`config.mk`:
```
export PLATFORM = sky130hd
export DESIGN_NAME = i2c_page_writer
export DESIGN_NICKNAME = d
export VERILOG_FILES = /design/src/rtl/i2c_page_writer.sv
export SDC_FILE = /design/constraint.sdc
export NUM_CORES = 1
export LEC_CHECK = 0
export ABC_AREA = 1
export CAP_MARGIN = 30
export CORE_UTILIZATION = 45
export CTS_CLUSTER_SIZE = 25
export DETAILED_ROUTE_END_ITERATION = 7
export GPL_ROUTABILITY_DRIVEN = 0
export SETUP_SLACK_MARGIN = 0.2
export SYNTH_ARGS = -nofsm -noshare
export SYNTH_HDL_FRONTEND = slang
export SYNTH_SLANG_ARGS = --single-unit
```
`constraint.sdc`:
```
create_clock -name clock -period 3.3 [get_ports clock]
set_clock_uncertainty 0.1 [all_clocks]
set_input_delay 0.825 -clock clock [delete_from_list [all_inputs] [get_ports clock]]
set_output_delay 0.825 -clock clock [all_outputs]
set_load 0.01 [all_outputs]
```
`src/rtl/i2c_page_writer.sv`:
```
// i2c_page_writer: page-write sequencer that drives an I2C byte engine for 24Cxx EEPROMs.
// Define I2C_PAGEWR_POLL_EN to add post-write ACK polling bounded by MAX_POLLS attempts.

module i2c_page_writer #(
  parameter int unsigned FIFO_DEPTH = 16,
  parameter int unsigned MAX_POLLS  = 255
) (
  input  logic                         clock,
  input  logic                         reset,
  input  logic                         wr_strobe,
  input  logic [7:0]                   wr_data,
  input  logic                         start,
  input  logic [2:0]                   block_sel,
  input  logic [7:0]                   word_addr,
  output logic [$clog2(FIFO_DEPTH):0]  fifo_level,
  output logic                         busy,
  output logic                         done,
  output logic [2:0]                   err_code,
  output logic                         overflow,
  output logic [7:0]                   eng_byte,
  output logic                         eng_do_start,
  output logic                         eng_do_stop,
  output logic                         eng_go,
  input  logic                         eng_done,
  input  logic                         eng_nack
);

  localparam int unsigned AW = $clog2(FIFO_DEPTH);
  localparam int unsigned LW = AW + 1;
  localparam int unsigned SW = LW + 1;

  localparam logic [2:0] ERR_OK           = 3'd0;
  localparam logic [2:0] ERR_EMPTY        = 3'd1;
  localparam logic [2:0] ERR_BOUNDARY     = 3'd2;
  localparam logic [2:0] ERR_NACK_DEVSEL  = 3'd3;
  localparam logic [2:0] ERR_NACK_DATA    = 3'd4;
  localparam logic [2:0] ERR_POLL_TIMEOUT = 3'd5;

  typedef enum logic [3:0] {
    S_IDLE,
    S_LAUNCH,
    S_DEVSEL,
    S_ADDR,
    S_DATA,
    S_POLL,
    S_PSTOP,
    S_STOPERR,
    S_FINISH
  } state_t;

  state_t        r_state, w_state_next;

  logic [7:0]    r_mem [FIFO_DEPTH];
  logic [AW-1:0] r_wptr, r_rptr;
  logic [LW-1:0] r_level, w_level_next, r_remain;
  logic [SW-1:0] w_span;

  logic [2:0]    r_bsel;
  logic [7:0]    r_addr;
  logic [2:0]    r_err, w_err_next;
  logic          r_overflow;

  logic          r_eng_go, w_go;
  logic [7:0]    r_eng_byte, w_byte;
  logic          r_eng_do_start, w_dstart;
  logic          r_eng_do_stop, w_dstop;

  logic          w_push_ok, w_accept, w_pop, w_flush;
  logic [7:0]    w_devsel, w_head;

`ifdef I2C_PAGEWR_POLL_EN
  localparam logic [7:0] POLL_LAST = 8'(MAX_POLLS);
  logic [7:0]    r_polls;
  logic          r_poll_acked;
  logic          w_poll_nack, w_poll_ack;
`else
  // MAX_POLLS only has meaning when polling is built in.
  logic          w_unused_max_polls;
  assign w_unused_max_polls = (MAX_POLLS == 0);
`endif

  assign w_push_ok    = wr_strobe && (r_state == S_IDLE) && (r_level != LW'(FIFO_DEPTH));
  assign w_level_next = r_level + LW'(w_push_ok);
  assign w_span       = SW'(word_addr[AW-1:0]) + SW'(w_level_next);
  assign w_devsel     = {4'b1010, r_bsel, 1'b0};
  assign w_head       = r_mem[r_rptr];

  assign fifo_level   = r_level;
  assign busy         = (r_state != S_IDLE) && (r_state != S_FINISH);
  assign done         = (r_state == S_FINISH);
  assign err_code     = r_err;
  assign overflow     = r_overflow;
  assign eng_byte     = r_eng_byte;
  assign eng_do_start = r_eng_do_start;
  assign eng_do_stop  = r_eng_do_stop;
  assign eng_go       = r_eng_go;

  // Operands are registered on the same edge that launches eng_go, so the next
  // op is presented exactly one cycle after the previous eng_done.
  always_comb begin
    w_state_next = r_state;
    w_go         = 1'b0;
    w_byte       = r_eng_byte;
    w_dstart     = r_eng_do_start;
    w_dstop      = r_eng_do_stop;
    w_err_next   = r_err;
    w_accept     = 1'b0;
    w_pop        = 1'b0;
    w_flush      = 1'b0;
`ifdef I2C_PAGEWR_POLL_EN
    w_poll_nack  = 1'b0;
    w_poll_ack   = 1'b0;
`endif
    case (r_state)
      S_IDLE: begin
        if (start) begin
          w_accept   = 1'b1;
          w_err_next = ERR_OK;
          if (w_level_next == '0) begin
            w_err_next   = ERR_EMPTY;
            w_state_next = S_FINISH;
          end else if (w_span > SW'(FIFO_DEPTH)) begin
            w_err_next   = ERR_BOUNDARY;
            w_flush      = 1'b1;
            w_state_next = S_FINISH;
          end else begin
            w_state_next = S_LAUNCH;
          end
        end
      end
      S_LAUNCH: begin
        w_state_next = S_DEVSEL;
        w_go         = 1'b1;
        w_byte       = w_devsel;
        w_dstart     = 1'b1;
        w_dstop      = 1'b0;
      end
      S_DEVSEL, S_ADDR: begin
        if (eng_done) begin
          if (eng_nack) begin
            w_err_next   = ERR_NACK_DEVSEL;
            w_state_next = S_STOPERR;
            w_go         = 1'b1;
            w_byte       = 8'hFF;
            w_dstart     = 1'b0;
            w_dstop      = 1'b1;
            w_flush      = 1'b1;
          end else if (r_state == S_DEVSEL) begin
            w_state_next = S_ADDR;
            w_go         = 1'b1;
            w_byte       = r_addr;
            w_dstart     = 1'b0;
            w_dstop      = 1'b0;
          end else begin
            w_state_next = S_DATA;
            w_go         = 1'b1;
            w_byte       = w_head;
            w_dstart     = 1'b0;
            w_dstop      = (r_remain == LW'(1));
            w_pop        = 1'b1;
          end
        end
      end
      S_DATA: begin
        if (eng_done) begin
          if (eng_nack) begin
            w_err_next   = ERR_NACK_DATA;
            w_state_next = S_STOPERR;
            w_go         = 1'b1;
            w_byte       = 8'hFF;
            w_dstart     = 1'b0;
            w_dstop      = 1'b1;
            w_flush      = 1'b1;
          end else if (r_remain == '0) begin
`ifdef I2C_PAGEWR_POLL_EN
            w_state_next = S_POLL;
            w_go         = 1'b1;
            w_byte       = w_devsel;
            w_dstart     = 1'b1;
            w_dstop      = 1'b0;
`else
            w_state_next = S_FINISH;
`endif
          end else begin
            w_go         = 1'b1;
            w_byte       = w_head;
            w_dstart     = 1'b0;
            w_dstop      = (r_remain == LW'(1));
            w_pop        = 1'b1;
          end
        end
      end
`ifdef I2C_PAGEWR_POLL_EN
      S_POLL: begin
        if (eng_done) begin
          w_poll_nack  = eng_nack;
          w_poll_ack   = !eng_nack;
          w_state_next = S_PSTOP;
          w_go         = 1'b1;
          w_byte       = 8'hFF;
          w_dstart     = 1'b0;
          w_dstop      = 1'b1;
        end
      end
      S_PSTOP: begin
        if (eng_done) begin
          if (r_poll_acked) begin
            w_err_next   = ERR_OK;
            w_state_next = S_FINISH;
          end else if (r_polls == POLL_LAST) begin
            w_err_next   = ERR_POLL_TIMEOUT;
            w_state_next = S_FINISH;
          end else begin
            w_state_next = S_POLL;
            w_go         = 1'b1;
            w_byte       = w_devsel;
            w_dstart     = 1'b1;
            w_dstop      = 1'b0;
          end
        end
      end
`endif
      S_STOPERR: begin
        if (eng_done) w_state_next = S_FINISH;
      end
      S_FINISH: begin
        w_state_next = S_IDLE;
      end
      default: begin
        w_state_next = S_IDLE;
      end
    endcase
  end

  always_ff @(posedge clock) begin
    if (w_push_ok) r_mem[r_wptr] <= wr_data;
  end

  always_ff @(posedge clock) begin
    if (reset) begin
      r_state        <= S_IDLE;
      r_wptr         <= '0;
      r_rptr         <= '0;
      r_level        <= '0;
      r_remain       <= '0;
      r_bsel         <= '0;
      r_addr         <= '0;
      r_err          <= '0;
      r_overflow     <= 1'b0;
      r_eng_go       <= 1'b0;
      r_eng_byte     <= '0;
      r_eng_do_start <= 1'b0;
      r_eng_do_stop  <= 1'b0;
    end else begin
      r_state        <= w_state_next;
      r_err          <= w_err_next;
      r_eng_go       <= w_go;
      r_eng_byte     <= w_byte;
      r_eng_do_start <= w_dstart;
      r_eng_do_stop  <= w_dstop;
      if (w_push_ok) r_wptr <= r_wptr + AW'(1);
      // A flush may coincide with a same-cycle push; the read pointer skips past it too.
      if (w_flush) begin
        r_rptr  <= w_push_ok ? r_wptr + AW'(1) : r_wptr;
        r_level <= '0;
      end else begin
        if (w_pop) r_rptr <= r_rptr + AW'(1);
        r_level <= w_level_next - LW'(w_pop);
      end
      if (w_accept) begin
        r_bsel     <= block_sel;
        r_addr     <= word_addr;
        r_remain   <= w_level_next;
        r_overflow <= 1'b0;
      end else if (w_pop) begin
        r_remain   <= r_remain - LW'(1);
      end
      if (wr_strobe && !w_push_ok) r_overflow <= 1'b1;
    end
  end

`ifdef I2C_PAGEWR_POLL_EN
  always_ff @(posedge clock) begin
    if (reset || w_accept) begin
      r_polls      <= '0;
      r_poll_acked <= 1'b0;
    end else begin
      if (w_poll_nack) r_polls <= r_polls + 8'd1;
      if (w_poll_ack)  r_poll_acked <= 1'b1;
    end
  end
`endif

endmodule

```
After elaboration in Yosys (flattened, before gate mapping) --
Memories as Yosys holds them, arrays and structs flattened. A register that Yosys moved wholly into a read port is not among the register bits. Index checks and enable logic that the tools add are counted.
Cells by class: eq/ne operators 17, $lt $le $gt $ge 1, reduce and logical (&&, ||, !) cells 20, $add $sub $neg 6, multiplexer cells 68
Operators by type and width (number):
- $mux 4 | 13
- $mux 8 | 6
- $mux 1 | 30
- $pmux 8 s3 | 1
- $mux 3 | 7
- $pmux 4 s5 | 1
- $ne 2x2->1 const B | 6
- $logic_not 5->1 | 2
- $mux 5 | 2
- $pmux 1 s3 | 3
- $pmux 3 s3 | 1
- $add 4x1->4 const B | 2
- $eq 4x2->1 const B | 2
- $eq 4x3->1 const B | 2
- $add 4x5->6 | 1
- $gt 6x5->1 const B | 1
- $ne 3x3->1 const B | 2
- $reduce_and 6->1 | 1
- $reduce_bool 2->1 | 3
- $reduce_bool 3->1 | 2
- $add 5x1->5 | 1
- $eq 5x1->1 const B | 1
- $ne 5x5->1 const B | 1
- $reduce_and 5->1 | 1
- 14 further kinds | 20
Word-level totals: bits in registers 48, output and inout bits 22, memories kept 1, memory bits (writable) 128, input port bits 25
Memories:
- r_mem | words 16, width 8, read ports 1, clocked after memory_dff 1, write ports 1, RTL line 53 | logic [7:0] r_mem [FIFO_DEPTH];

Depth between registers and ports, before layout --
depth in word-level cells 13, gate-level depth with buffers 26

Worst setup path after synthesis --
OpenSTA, ideal clock, no wires.
path kind in2reg, start in wr_strobe, end reg r_rptr[1], library setup time 0.132 ns, setup slack 0.151 ns, required time 3.068 ns, cell stages on the path 18, path buffers 0, arrival 2.916 ns, path through nand3_4 > inv_1 > ha_1 > ha_1 > xnor2_1 > inv_1 > ha_1 > nand3_1 > nor2b_1 > nand2_1 > nand2_1 > nand2_1 > nand2_1 > nand3_4 > nand2_2 > nand2_1 > nand2_1 > a21oi_1
Between the ends: longest elaborated chain between the ends 10, elaborated cells on any way between the ends 13, classes of those cells add/sub (2); order compare (1); mux (6); reduce/logical (4)
RTL lines:
- start: declaration | RTL line 10 | input logic wr_strobe,
- $logic_and 1x1->1 * (2 in series) | RTL line 82 | assign w_push_ok = wr_strobe && (r_state == S_IDLE) && (r_level != LW'(FIFO_DEPTH));
- $add 5x1->5 | RTL line 83 | assign w_level_next = r_level + LW'(w_push_ok);
- $add 4x5->6 | RTL line 84 | assign w_span = SW'(word_addr[AW-1:0]) + SW'(w_level_next);
- $gt 6x5->1 | RTL line 122 | end else if (w_span > SW'(FIFO_DEPTH)) begin
- $mux 1 | RTL line 122
- $mux 1 | RTL line 119 | if (w_level_next == '0) begin
- $mux 1 | RTL line 116 | if (start) begin
- $pmux 1 s2 | RTL line 114 | case (r_state)
- $mux 4 / $reduce_bool 2->1 (equally long branches)
- end signal: assignment | RTL line 264 | r_rptr <= w_push_ok ? r_wptr + AW'(1) : r_wptr;
- end signal: assignment | RTL line 267 | if (w_pop) r_rptr <= r_rptr + AW'(1);
- end: declaration | RTL line 54 | logic [AW-1:0] r_wptr, r_rptr;
Mark *: on every way between the ends. The rest lies on a longest branch, timed or not. A chain may end at the register's enable or synchronous reset.

Final worst setup path --
start reg r_state[3], end reg r_rptr[2]
Between the ends: longest elaborated chain between the ends 11, elaborated cells on any way between the ends 23, classes of those cells add/sub (2); order compare (1); eq/ne (3); mux (10); reduce/logical (7)
RTL lines:
- start: declaration | RTL line 51 | state_t r_state, w_state_next;
- start signal: assignment | RTL line 255 | r_state <= w_state_next;
- $logic_not 4->1 | RTL line 82, 114
- $logic_and 1x1->1 (2 in series) | RTL line 82
- $add 5x1->5 | RTL line 83
- $add 4x5->6 | RTL line 84
- $gt 6x5->1 | RTL line 122
- $mux 1 | RTL line 122
- $mux 1 | RTL line 119
- $mux 1 | RTL line 116
- $pmux 1 s2 | RTL line 114
- $mux 4 / $reduce_bool 2->1 (equally long branches)
Parallel ways exist; a longest one is shown, timed or not.

==> flow_metrics.tcl <==
set metrics [dict create \
    worst_hold_startpoint "r_bsel[1]$_SDFFE_PP0P_" \
    routed-via-count 5954 \
    critPathRequiredTime_ns 3.56 \
    synth_area_in_compound_gates_pct 13.5 \
    rsz0062_at_grt "no" \
    final_setup_slack_of_the_worst_path_ns 0.328 \
    period_needed_ns 2.97 \
    worst_skew_pair.late_latency_ns 0.43 \
    worst-setup-path-type "register to register" \
    tritoncts_clock_tree "yes" \
    synth.net_count 810 \
    synth_edf_count 128 \
    core-area_sq_um 17300 \
    fp.dieH_um 135 \
    width_of_the_chip_um 135 \
    grt_remaining_overflow 0 \
    run_status "finished, final reports clean" \
    timing_worst_slew_pin_value_ns 0.806 \
    cts_buffers 17 \
    worstSetupStartpointType "register" \
    n_antenna_cell 0 \
    leak_nw 3.56 \
    syn_to_final_growth_pct 21.7 \
    synthMuxAreaShare_pct 0 \
    reg2reg_depth 21 \
    hold_violations 0 \
    synth_cell_types 46 \
    holdBufCountCts 0 \
    fp-row-count 48 \
    drt_iter0_markers 332 \
    rr_startpoint "r_state[3]$_SDFFE_PP0P_" \
    synth_top_family_by_area "simple AND/OR/NAND/NOR gates" \
    hold-worst-slack_ns 0.365 \
    post_synth_instance_area_sq_um 7990 \
    cts.htree.levels 4 \
    clock_sinks 180 \
    dieArea_sq_um 18300 \
    path_max_fanout 5 \
    post_synth_inst_count 768 \
    timing.rr.end "r_rptr[2]$_SDFFE_PP0P_" \
    cts.clk_slew.worst_paths_ns 0.07 \
    critical_path.slowest_cell "fa_2" \
    clock_tree.root_cell "clkbuf_16" \
    crit_arrival_ns 3.23 \
    critical_path.cell_chain "inv_2 -> nand2_2 -> inv_1 -> nand2_2 -> inv_4 -> nand3_4 -> inv_2 -> ha_4 -> ha_2 -> inv_1 -> fa_2 -> nand2_1 -> a21oi_1 -> nand3_1 -> nand2_2 -> nand2_4 -> nand3_4 -> nand2_4 -> nand2_1 -> nand2_1 -> a21oi_2" \
    wl_per_cell_um 18.2 \
    global_route_wire_length_before_repair_um 30500 \
    start_util_pct 46.2 \
    cap_viol_max_count 0 \
    yosys_most_used_dff "edfxtp_1" \
    antenna_found_initial 0 \
    grt_util_all_layers_pct 22.2 \
    async_flop_share_pct 0 \
    max_rail_drop_vdd_mv 0.442 \
    cp-end-kind "register" \
    post_synth_fa_ha_maj_area_fraction_pct 2.76 \
    detail_route.first_pass.iterations 5 \
    via_count_of_the_first_global_routing_pass 5824 \
    post_synthesis_mean_instance_area_sq_um 10.4 \
    critPathMaxStageDelay_ns 0.52 \
    critical_path_buf_inv_count 5 \
    max-clock-path-buffers 2 \
    clock.fmax_ghz 0.336 \
    layout_worst_path_cycle_share_pct 90.1 \
    io_buffer_count 46 \
    cp_top_family "simple AND/OR/NAND/NOR gates" \
    grt_start_max_net_pins 67 \
    seq_area_frac_synth_pct 61.2 \
    drt-vias-per-instance 5.48 \
    io-pin-count 47 \
    ys_warn_count 0 \
    nets 890 \
    drive_gt1_share_pct 17.8 \
    whs_path_depth 2 \
    route.detailed.drc 0 \
    dp_hpwl_um 12900 \
    hold_path_end "r_bsel[1]$_SDFFE_PP0P_" \
    timing.reg2reg.setup_slack_ns 0.33 \
    antenna_left 0 \
    detail_route.wirelength_um 19700 \
    hold_path.class "register to register" \
    synthSimpleGateAreaFrac_pct 16.3 \
    synth.ff_latch_count 180 \
    setup_violations 0 \
    slew_violations 0 \
    max_slew_margin_pct 46.2 \
    post-place-ws_ns -0.434 \
    power_density_nw_per_um2 781 \
    synth_xor_xnor_area_share_pct 1.41 \
]
## what timing repair did
action	CTS	global route
buffers inserted	1	5
gates resized for setup	14	25
cloned	1	0
pin swaps	3	7
setup endpoints to repair	16	16
## per-stage QoR
step | std cells | setup TNS, ns | area (sq um) | power (mW) | util, %
3_3_place_gp | 1047 | -4.13 | 8890 | 5.31 | 51.4
3_5_place_dp | 1047 | -6.02 | 8890 | 5.36 | 51.4
2_1_floorplan | 768 | 0 | 8000 | 4.45 | -
5_1_grt | 1086 | 0 | 9720 | 8.01 | 56.2
6_report | 1086 | 0 | 9720 | 7.59 | 56.2
4_1_cts | 1081 | 0 | 9570 | 7.51 | 55.4
## synthesized netlist by cell type (8+ instances only)
cell	number	area, sq um
edfxtp_1	128	3840
nor2_1	126	473
o21ai_0	88	440
nand2_1	79	297
dfxtp_1	52	1040
inv_1	52	195
a21oi_1	39	195
nand3_1	32	160
o221ai_1	21	184
clkbuf_1	18	67.6
ha_1	16	200
o211ai_1	13	97.6
buf_2	10	50.1
inv_2	10	37.5
nand2_2	10	62.6
o21ai_1	8	40.0
## kinds of logic after synthesis
kind of cell | Yosys count
XOR/XNOR | 12
flip-flops | 180
AO/OA/AOI/OAI | 185
buffers and inverters | 96
adder cells (fa/ha/maj) | 17
AND/OR/NAND/NOR | 278
## how the worst max path moves through the flow
stage | cells after the start | endpoint | startpoint
finish | 21 | r_rptr[2]$_SDFFE_PP0P_ | r_state[3]$_SDFFE_PP0P_
global route | 25 | r_rptr[1]$_SDFFE_PP0P_ | r_state[2]$_SDFFE_PP0P_
CTS | 23 | r_rptr[1]$_SDFFE_PP0P_ | r_state[2]$_SDFFE_PP0P_
detailed placement | 19 | register | wr_strobe
global placement | 19 | register | wr_strobe
floorplan | 19 | r_rptr[1]$_SDFFE_PP0P_ | wr_strobe
## tightest hold or removal path, delay by kind of cell, from the launching register on
family	cells	cell delay, ns
flops	1	0.30
compound gates	1	0.06
buf+inv	1	0.06
## cell usage in the layout (no fill, tap or decap), types with 4 or more instances in the layout
cell / count
xor2_1: 7
inv_1: 48
edfxtp_1: 128
ha_4: 5
nand2_4: 5
nor3_1: 4
nand2_2: 13
a21oi_2: 7
o21ai_1: 8
nand4_1: 4
dfxtp_2: 5
nor2_2: 4
bufinv_16: 4
nor2_1: 124
clkbuf_16: 17
nand3_4: 4
dfxtp_1: 47
nor2_4: 5
o21ai_0: 88
o22ai_1: 6
ha_1: 10
inv_2: 12
o211ai_1: 13
buf_4: 44
nand2_1: 74
clkdlybuf4s50_1: 45
a21oi_1: 33
inv_4: 5
nand3_1: 30
a31oi_1: 4
o221ai_1: 21
## cell type report
| type | count | area [sq um] |
|---|---|---|
| Fill cell | 1474 | 7580 |
| Clock buffer | 19 | 433 |
| Clock inverter | 13 | 183 |
| Inverter | 66 | 260 |
| Sequential cell | 180 | 4890 |
| Multi-Input combinational cell | 493 | 2880 |
| Tap cell | 225 | 282 |
| Timing Repair Buffer | 90 | 790 |
## power by group
part	internal (mW)	switching, mW
sequential	2.71	0.178
clock	1.27	0.827
combinational	0.982	1.63
## routing by layer
metal | vias up | GRT usage (%) | part of all wire [%]
li1 | 2851 | - | -
met1 | 2930 | 27.3 | 42
met2 | 149 | 40.0 | 52
met3 | 24 | 3.22 | 4.1
met4 | 0 | 6.99 | 1.4
met5 | - | 0 | 0
## state kept, by name, indices dropped and copies added, names as in the netlist, named ones only
| name | flops |
|---|---|
| eng_do_start | 1 |
| err_code | 3 |
| eng_do_stop | 1 |
| r_remain | 5 |
| overflow | 1 |
| eng_go | 1 |
| fifo_level | 5 |
| r_addr | 8 |
| r_mem | 128 |
| r_state | 4 |
| r_wptr | 4 |
| eng_byte | 8 |
| r_bsel | 3 |
| r_rptr | 4 |
Power figures use the tool's default switching activity.
